--- src/rtl/vwb_sequencer.sv ---
// vwb_sequencer: splits a register-group writeback result into one
// register-file write per cycle. Consecutive groups can follow each other
// without a gap, and illegal or misaligned results are dropped with an err pulse.
module vwb_sequencer #(
    parameter int VLEN   = 32,
    parameter int NREG   = 32,
    parameter int MAXGRP = 8,
    localparam int WB_W  = VLEN * MAXGRP,
    localparam int AW    = $clog2(NREG),
    localparam int BW    = VLEN / 8
) (
    input  logic              clk,
    input  logic              rst_n,
    input  logic              in_valid,
    output logic              in_ready,
    input  logic [WB_W-1:0]   in_data,
    input  logic [WB_W/8-1:0] in_be,
    input  logic [AW-1:0]     in_vd,
    input  logic [2:0]        in_vlmul,
    output logic              rf_we,
    output logic [AW-1:0]     rf_addr,
    output logic [VLEN-1:0]   rf_wdata,
    output logic [BW-1:0]     rf_be,
    output logic              busy,
    output logic              err
);

    localparam logic [3:0] MAXG = 4'(MAXGRP);

    typedef enum logic {
        IDLE,
        WRITE
    } state_t;

    state_t              state_q, state_d;
    logic [2:0]          k_q, k_d;
    logic [2:0]          last_q, last_d;
    logic [WB_W-1:0]     data_q, data_d;
    logic [WB_W/8-1:0]   be_q, be_d;
    logic [AW-1:0]       vd_q, vd_d;
    logic                rf_we_q, rf_we_d;
    logic [AW-1:0]       rf_addr_q, rf_addr_d;
    logic [VLEN-1:0]     rf_wdata_q, rf_wdata_d;
    logic [BW-1:0]       rf_be_q, rf_be_d;
    logic                busy_q, busy_d;
    logic                err_q, err_d;

    logic [3:0]          grp;
    logic [AW-1:0]       vd_mask;
    logic                illegal;
    logic                on_last;
    logic                accept;

    // Next-state and next-output logic. In WRITE, the rf_* registers already
    // hold write k, so the cycle with k == last is the one that issues the
    // final write. A new group accepted in that cycle loads its first write
    // directly into the rf_* registers, which removes any bubble between groups.
    always_comb begin
        grp     = 4'd1 << in_vlmul[1:0];
        vd_mask = AW'(grp - 4'd1);
        illegal = in_vlmul[2] | (grp > MAXG) | ((in_vd & vd_mask) != '0);
        on_last = (state_q == WRITE) && (k_q == last_q);
        in_ready = rst_n & ((state_q == IDLE) | on_last);
        accept  = in_valid & in_ready;

        state_d    = state_q;
        k_d        = k_q;
        last_d     = last_q;
        data_d     = data_q;
        be_d       = be_q;
        vd_d       = vd_q;
        rf_we_d    = 1'b0;
        rf_addr_d  = '0;
        rf_wdata_d = '0;
        rf_be_d    = '0;
        err_d      = 1'b0;

        if (accept) begin
            k_d = '0;
            if (illegal) begin
                err_d   = 1'b1;
                state_d = IDLE;
            end else begin
                state_d    = WRITE;
                data_d     = in_data;
                be_d       = in_be;
                vd_d       = in_vd;
                last_d     = 3'(grp - 4'd1);
                rf_we_d    = 1'b1;
                rf_addr_d  = in_vd;
                rf_wdata_d = in_data[VLEN-1:0];
                rf_be_d    = in_be[BW-1:0];
            end
        end else if (state_q == WRITE) begin
            if (on_last) begin
                state_d = IDLE;
                k_d     = '0;
            end else begin
                k_d        = k_q + 3'd1;
                rf_we_d    = 1'b1;
                rf_addr_d  = vd_q + AW'(k_d);
                rf_wdata_d = data_q[int'(k_d) * VLEN +: VLEN];
                rf_be_d    = be_q[int'(k_d) * BW +: BW];
            end
        end

        busy_d = rf_we_d;
    end

    // State and registered outputs, synchronous active-low reset.
    always_ff @(posedge clk) begin
        if (!rst_n) begin
            state_q    <= IDLE;
            k_q        <= '0;
            last_q     <= '0;
            data_q     <= '0;
            be_q       <= '0;
            vd_q       <= '0;
            rf_we_q    <= 1'b0;
            rf_addr_q  <= '0;
            rf_wdata_q <= '0;
            rf_be_q    <= '0;
            busy_q     <= 1'b0;
            err_q      <= 1'b0;
        end else begin
            state_q    <= state_d;
            k_q        <= k_d;
            last_q     <= last_d;
            data_q     <= data_d;
            be_q       <= be_d;
            vd_q       <= vd_d;
            rf_we_q    <= rf_we_d;
            rf_addr_q  <= rf_addr_d;
            rf_wdata_q <= rf_wdata_d;
            rf_be_q    <= rf_be_d;
            busy_q     <= busy_d;
            err_q      <= err_d;
        end
    end

    assign rf_we    = rf_we_q;
    assign rf_addr  = rf_addr_q;
    assign rf_wdata = rf_wdata_q;
    assign rf_be    = rf_be_q;
    assign busy     = busy_q;
    assign err      = err_q;

endmodule

--- config.mk ---
export PLATFORM = sky130hd
export DESIGN_NAME = vwb_sequencer
export DESIGN_NICKNAME = d
export VERILOG_FILES = /design/src/rtl/vwb_sequencer.sv
export SDC_FILE = /design/constraint.sdc
export NUM_CORES = 1
export LEC_CHECK = 0
export BUFFER_PORTS_ARGS = -buffer_cell sky130_fd_sc_hd__buf_2
export CAP_MARGIN = 20
export CORE_ASPECT_RATIO = 1.2
export CORE_UTILIZATION = 45
export CTS_BUF_LIST = sky130_fd_sc_hd__clkbuf_8 sky130_fd_sc_hd__clkbuf_16
export CTS_CLUSTER_DIAMETER = 80
export DETAILED_ROUTE_END_ITERATION = 7
export PLACE_DENSITY = 0.69
export SLEW_MARGIN = 20
export SYNTH_ARGS = -nofsm -noshare
export SYNTH_HDL_FRONTEND = slang
export SYNTH_SLANG_ARGS = --single-unit
--- constraint.sdc ---
create_clock -name clk -period 3.3 [get_ports clk]
set_clock_uncertainty 0.1 [all_clocks]
set_input_delay 0 -clock clk [delete_from_list [all_inputs] [get_ports clk]]
set_output_delay 0 -clock clk [all_outputs]
set_load 0.005 [all_outputs]
### Yosys cells after proc, flatten, opt, wreduce, memory -nomap -nowiden

Index checks and enable logic that the tools add are counted.

* add/subtract/negate cells: 4
* multiply operators: 0
* divide/modulo/power cells: 0
* magnitude comparators: 1
* equal/unequal tests: 1
* shift-type cells: 3
* muxes and demuxes: 18
* bitwise operators: 9
* reduce and logical (&&, ||, !) cells: 5

Operators with widths (number)
* 256-bit by 9-bit variable part select with 32-bit output: 1
* 32-bit two-way mux: 4
* 32-bit by 6-bit variable part select with 4-bit output: 1
* 5-bit two-way mux: 4
* 4-bit two-way mux: 4
* 5-bit by 3-bit adder with 5-bit output: 1
* 5-bit bitwise AND: 1
* 1-bit two-way mux: 5
* 5-bit nonzero test: 1
* 4-bit by 1-bit subtractor with 5-bit output, second input constant: 1
* 4-bit greater-than comparator, second input constant: 1
* 2-bit AND reduction: 2
* 1-bit by 2-bit left shift with 4-bit output, first input constant: 1
* 3-bit by 1-bit adder with 3-bit output, second input constant: 1
* 3-bit equality test: 1
* 3-bit two-way mux: 1
* 1-bit NOT: 3
* 1-bit OR: 3
* 3-bit by 1-bit subtractor with 3-bit output, second input constant: 1
* 1-bit bitwise AND: 2
* 2-bit OR reduction: 1
* 1-bit logical AND: 1

* flip-flop bits (word level): 342
* bits in latches: 0
* memory bits (writable): 0
* bits in read-only memories: 0
* input bits: 299
* output and inout port bits: 45
* word-level logic and storage cells: 51
* memories kept: 0

### Longest topological paths before layout

* word-level depth: 7
* depth in mapped cells: 10
* mapped depth without buffers: 7

### Least setup slack after synthesis

No wires, ideal clock.

* path type: reg2reg
* start point: register k_q[0]
* end point: register rf_addr_q[4] (netlist: rf_addr[4])
* setup time: 0.136 ns
* arrival: 2.062 ns
* required time: 3.064 ns
* setup slack: 1.002 ns
* cell stages (with the launch flop): 10
* path buffers: 2
* period minus slack after synthesis: 2.298 ns
* path through: dfxtp_1 > buf_2 > clkbuf_1 > inv_1 > ha_1 > fa_1 > a21oi_1 > nor2b_1 > xnor2_1 > o22ai_1

* longest elaborated chain between the ends: 6
* elaborated cells between the ends (all ways): 10
* those cells by class: add/sub (2); eq/ne (1); mux (3); bitwise (3); reduce/logical (1)

RTL lines
* start: declaration: RTL line 36 `logic [2:0] k_q, k_d;`
* start signal: assignment: RTL line 127 `k_q <= k_d;`
* parallel branches: the longest is 5 deep, another holds 5-bit by 3-bit adder with 5-bit output
* 5-bit two-way mux (*): RTL line 78 `if (accept) begin`
* end signal: assignment: RTL line 133 `rf_addr_q <= rf_addr_d;`
* end: declaration: RTL line 42 `logic [AW-1:0] rf_addr_q, rf_addr_d;`

Every way passes the cells marked *.
A chain may end at the register's enable or synchronous reset.

### Final worst setup path

* start point: input port in_vlmul[1]
* end point: register data_q[132]

* longest elaborated chain between the ends: 7
* elaborated cells between the ends (all ways): 9
* those cells by class: add/sub (1); order compare (1); shift (1); bitwise (4); reduce/logical (2)

RTL lines
* start: declaration: RTL line 19 `input logic [2:0] in_vlmul,`
* 1-bit by 2-bit left shift with 4-bit output: RTL line 59 `grp = 4'd1 << in_vlmul[1:0];`
* 4-bit by 1-bit subtractor with 5-bit output: RTL line 60 `vd_mask = AW'(grp - 4'd1);`
* via vd_mask[0]: RTL line 49 `logic [AW-1:0] vd_mask;`
* 5-bit bitwise AND: RTL line 61 `illegal = in_vlmul[2] | (grp > MAXG) | ((in_vd & vd_mask) != '0);`
* 5-bit nonzero test: RTL line 61
* 1-bit OR: RTL line 61
* 1-bit NOT (no line)
* 2-bit AND reduction (no line)
* end signal: assignment: RTL line 129 `data_q <= data_d;`
* end: declaration: RTL line 38 `logic [WB_W-1:0] data_q, data_d;`

The timed path passes the listed nets, and every way through them passes these cells.

==> results by stage <==
Route:
- The routed via count is 13380.
- Once detail routing completed, the nets flagged for antenna violations numbered 0.
- The routed wirelength normalized by instance count is 17.53 µm.
- The wire length reported by the detailed router is 46.59 mm.
- The routed via count divided by cell count is between 5 and 6.
- The count of TritonRoute iterations in the first routing pass is 5.
- After detailed routing, the number of remaining DRC violations is 0.
- The initial DRC count is 882.

Die:
- The floorplan step defined a die boundary enclosing around 35000 µm².
- The number of top-level design ports is 344.
- The area of the placeable core is 33250 µm².
- The width of the chip is 169.9 µm.
- After floorplanning, the core was divided into 73 placement rows.
- Once the floorplan was initialized, standard cells occupied a little under half of the core.
- Measured along the y axis, the die boundary spans 203.5 µm.

Power and ir drop:
- The internal power summed over all cells is between 7000 and 8000 µW.
- Net switching is around 23% of the power.
- Combinational cells account for 10.9% of the total power.
- The leakage power figure is 0.01177 µW.
- The highest ir drop seen on vdd is 0.0002991 V.
- The power share of the clock group is 42.8%.
- In this run the power density over the cells is about 430 nW/µm².
- The part of the power in registers is 46.3%.
- For this design the total switching power over the nets is 2141 µW.

Synth:
- The cell count after synthesis is 1522.
- The synthesized area divided by synthesized cell count is 10.00 µm².
- Summed over all instances, the cell type with the most area after synthesis is sky130_fd_sc_hd__dfxtp_1.
- The synthesized netlist contains 35 unique library cells.
- The register area share after synthesis is 44.99%.
- The total nets after synthesis is 1828.
- In the post-synthesis netlist, the biggest area contributors are sky130_fd_sc_hd__dfxtp_1 45%, sky130_fd_sc_hd__mux2i_1 22%, sky130_fd_sc_hd__mux4_2 11%.
- During synthesis, Yosys emitted a total of 0 warnings.
- The post-synthesis cell area is 15220 µm².
- The register bit total from synthesis is 342.
- The area share of the largest cell type after synthesis is 44.99%.

Global route:
- The initial antenna violation count is 9.
- The layer with the highest usage after global routing is met2.
- Global routing consumed, over all layers together, around a quarter of the routing resources.
- The met1 layer usage reported by global route is 29.48%.
- Entering global routing, the biggest net connects 158 pins.
- Global routing finished with a remaining overflow of 0.
- The number of global-route vias before repair is between 10000 and 15000.
- In the global route stage, met3 resource usage came out at 4.716%.
- The first global-routing pass estimated 71.81 mm of wire.
- For met2 alone, demand over resource in global routing was 46.08%.

Layout:
- After the last flow step, the layout net total stands at 2483.
- The share of post-route cells with drive strength above 1 is 22.24%.
- The filler cells instantiated in the layout total 2424.
- Relative to the synthesized area, the layout overhead comes to 44.07%.

Critical path:
- Walking the worst path, the cells encountered are dlygate4sd3_1, buf_2, nor2_1, inv_1, ha_1, nand2_1, o21ai_1, or4b_4, buf_16, mux2i_1, dlygate4sd3_1.
- The startpoint of the most critical register-to-register path is k_q[2]$_SDFFE_PP0P_.
- The beginning of the critical path is in_vlmul[1].
- The register-to-register setup slack is 0.18 ns.
- STA puts the critical path data arrival time at 3.56 ns.
- On the critical path, the stage with the largest delay is an instance of sky130_fd_sc_hd__or4b_4.
- Among the stages of the critical path, the cell type that occurs most often is sky130_fd_sc_hd__dlygate4sd3_1.
- The number of cells on the worst reg-to-reg path is 6.
- The startpoint-to-endpoint class of the critical path is primary input to flop.
- STA classifies the critical path endpoint as a flop.
- For the worst setup path, the data required time is 3.59 ns.
- The maximum fanout along the worst path is 98.
- The largest stage delay on the critical path is 0.76 ns.
- The worst flop-to-flop path endpoint is data_q[132]$_SDFFE_PN0P_.
- The startpoint kind of the worst setup timing path is a primary input.

Min path:
- The critical hold path startpoint is in_data[135].
- The instance count along the most critical hold path is 4.
- For hold timing, the worst endpoint is data_q[135]$_SDFFE_PN0P_.
- The path class of the tightest hold or removal check is primary input to flop.

CTS:
- After clock tree synthesis, the clock-pin slew on the worst setup and hold paths is 0.06 ns.
- The clock net sink count is 342.
- The TritonCTS clock tree is yes.
- In this run the clock root is driven by a sky130_fd_sc_hd__clkbuf_16.
- The buffer depth of the longest clock path is 3.
- The later pin in the worst-skew pair is clocked with a latency of 0.52 ns.
- The number of buffers created by CTS is 37.
- The maximum level of the CTS H-tree is 2.

Timing:
- The final cycle utilization of the critical path is ~100%.
- The final number of max-transition violations is 0.
- On the final layout, the worst hold slack is ~0.17 ns.
- The upper clock frequency limit is 0.3061 GHz.
- The routed design could run at a clock period as short as 3.267 ns.
- The remaining max-slew budget at the tightest pin is around 34%.
- Setup violations remaining at the end of the flow were counted as 0.
- Setup repair after global routing left no endpoint under its margin.
- For the pin with the worst max-slew slack, the measured transition is 0.9964 ns.
- The summed negative setup slack over all endpoints is 0 ns.
- The hold violation count in the final report was 0.

Place:
- In this run the tool buffered the top-level ports with 343 buffer cells.
- The congestion estimate from routability-driven global placement came to 0.8258.
- The estimated wirelength of the detail-placed design is 25.02 mm.

Run:
- The max-cap violation count is 0.

Status:
- The flow ran to the end, and the final reports show no timing, DRC or antenna violations.
[registers in the layout (all words and copies together), names as in the netlist]
register	count
rf_be	4
k_q	3
err	1
be_q	32
last_q	3
vd_q	5
busy	1
data_q	256
rf_addr	5
rf_wdata	32
[area by class of cell]
class / instances / area [µm²] / area share [%]
inverter: 287 / 1077 / 4.913
timing repair buffer: 713 / 5493 / 25.05
sequential: 342 / 6850 / 31.24
antenna: 9 / 22.52 / 0.1027
tap: 450 / 563.0 / 2.568
clock inverter: 16 / 113.9 / 0.5193
multi-input combinational: 796 / 6760 / 30.83
clock buffer: 45 / 1047 / 4.776
[cells in the final DEF (no fill, tap or decap), types with 2 or more instances in the layout]
cell type,instances
sky130_fd_sc_hd__a21oi_1,3
sky130_fd_sc_hd__a22o_1,2
sky130_fd_sc_hd__a31oi_1,3
sky130_fd_sc_hd__buf_12,7
sky130_fd_sc_hd__buf_2,342
sky130_fd_sc_hd__buf_4,10
sky130_fd_sc_hd__bufinv_16,2
sky130_fd_sc_hd__clkbuf_16,38
sky130_fd_sc_hd__clkbuf_8,7
sky130_fd_sc_hd__dfxtp_1,341
sky130_fd_sc_hd__diode_2,9
sky130_fd_sc_hd__dlygate4sd3_1,352
sky130_fd_sc_hd__ha_1,5
sky130_fd_sc_hd__inv_1,300
sky130_fd_sc_hd__mux2i_1,332
sky130_fd_sc_hd__mux4_2,72
sky130_fd_sc_hd__nand2_1,307
sky130_fd_sc_hd__nand3_1,3
sky130_fd_sc_hd__nor2b_1,4
sky130_fd_sc_hd__nor3b_1,2
sky130_fd_sc_hd__o22ai_1,38
sky130_fd_sc_hd__xnor2_1,5
[metrics by stage]
step	instances	worst slack, ns	total power [µW]	instance area [µm²]	util [%]
floorplan	1522	1.002	4802	15220	-
global placement	2235	0.8018	5069	17200	51.74
detailed placement	2235	0.7318	5087	17200	51.74
CTS	2648	0.2081	9391	21890	65.83
global route	2658	0.01119	9708	21930	65.95
finish	2658	0.03276	9387	21930	65.95
[Yosys cell counts (all sizes together)]
| cell | instances |
|---|---|
| buf | 55 |
| inv | 287 |
| nand3 | 4 |
| o22ai | 38 |
| clkbuf | 43 |
| a31o | 1 |
| ha | 6 |
| mux2i | 332 |
| a21oi | 3 |
| o211a | 1 |
| nor2b | 4 |
| dfxtp | 342 |
| nor3b | 2 |
| xnor2 | 5 |
| mux4 | 72 |
| fa | 1 |
| a22o | 2 |
| o2bb2ai | 1 |
| o21bai | 1 |
| nor4b | 1 |
| nand2b | 1 |
| a21o | 1 |
| or4b | 1 |
| nor2 | 1 |
| and2 | 1 |
| a31oi | 3 |
| and3 | 1 |
| o21ai | 1 |
| xor2 | 2 |
| a21boi | 1 |
| nor3 | 1 |
| nand2 | 307 |
[cells by family (layout without fill, tap and decap cells)]
kind of cell    Yosys count  count (layout)  share of synthesized area (%)
xor+xnor                  7               7                         0.4028
fa+ha+maj                 7               7                         0.6248
simple gates            324             325                          8.270
buf+inv                 385            1061                          10.97
other cells               0               9                              0
flops                   342             342                          44.99
compound gates           53              53                          2.261
mux                     404             404                          32.49
[per-layer routing]
metal / share of wire, % / up-vias
met5: 0 / -
met2: 50 / 543
met4: 6.3 / 0
met3: 5.2 / 211
li1: - / 6237
met1: 38 / 6391
[worst max-delay path: cells and delay by family]
kind	cells	cell delay, ns
buffers and inverters	5	1.77
muxes	1	0.22
adders and majority gates	1	0.19
AOI/OAI and AO/OA	1	0.19
and+or+nand+nor	3	1.07
[worst max path at each step]
stage                                           to  slack, ns  cells past startpoint
after floorplan              rf_addr[4]$_SDFF_PN0_       1.00                      9
after detailed placement   data_q[34]$_SDFFE_PN0P_       0.73                      9
after global placement     data_q[36]$_SDFFE_PN0P_       0.80                      9
after CTS                 data_q[164]$_SDFFE_PN0P_       0.21                     11
final                     data_q[132]$_SDFFE_PN0P_       0.03                     11
after global routing      data_q[130]$_SDFFE_PN0P_       0.01                     11
[power by group through the flow]
stage	combinational, µW	clock, µW	sequential [µW]
detailed placement	658	0	4430
finish	1030	4020	4340
global placement	646	0	4420
global route	1100	4250	4360
CTS	976	4080	4340
floorplan	392	0	4410
[repair_timing]
action	4_1_cts	5_1_grt
endpoints found under the setup margin	0	29
endpoints found under the hold margin	342	0
hold buffers	352	0
resized for setup	0	2
buffers inserted	0	0
Power figures use the tool's default switching activity.
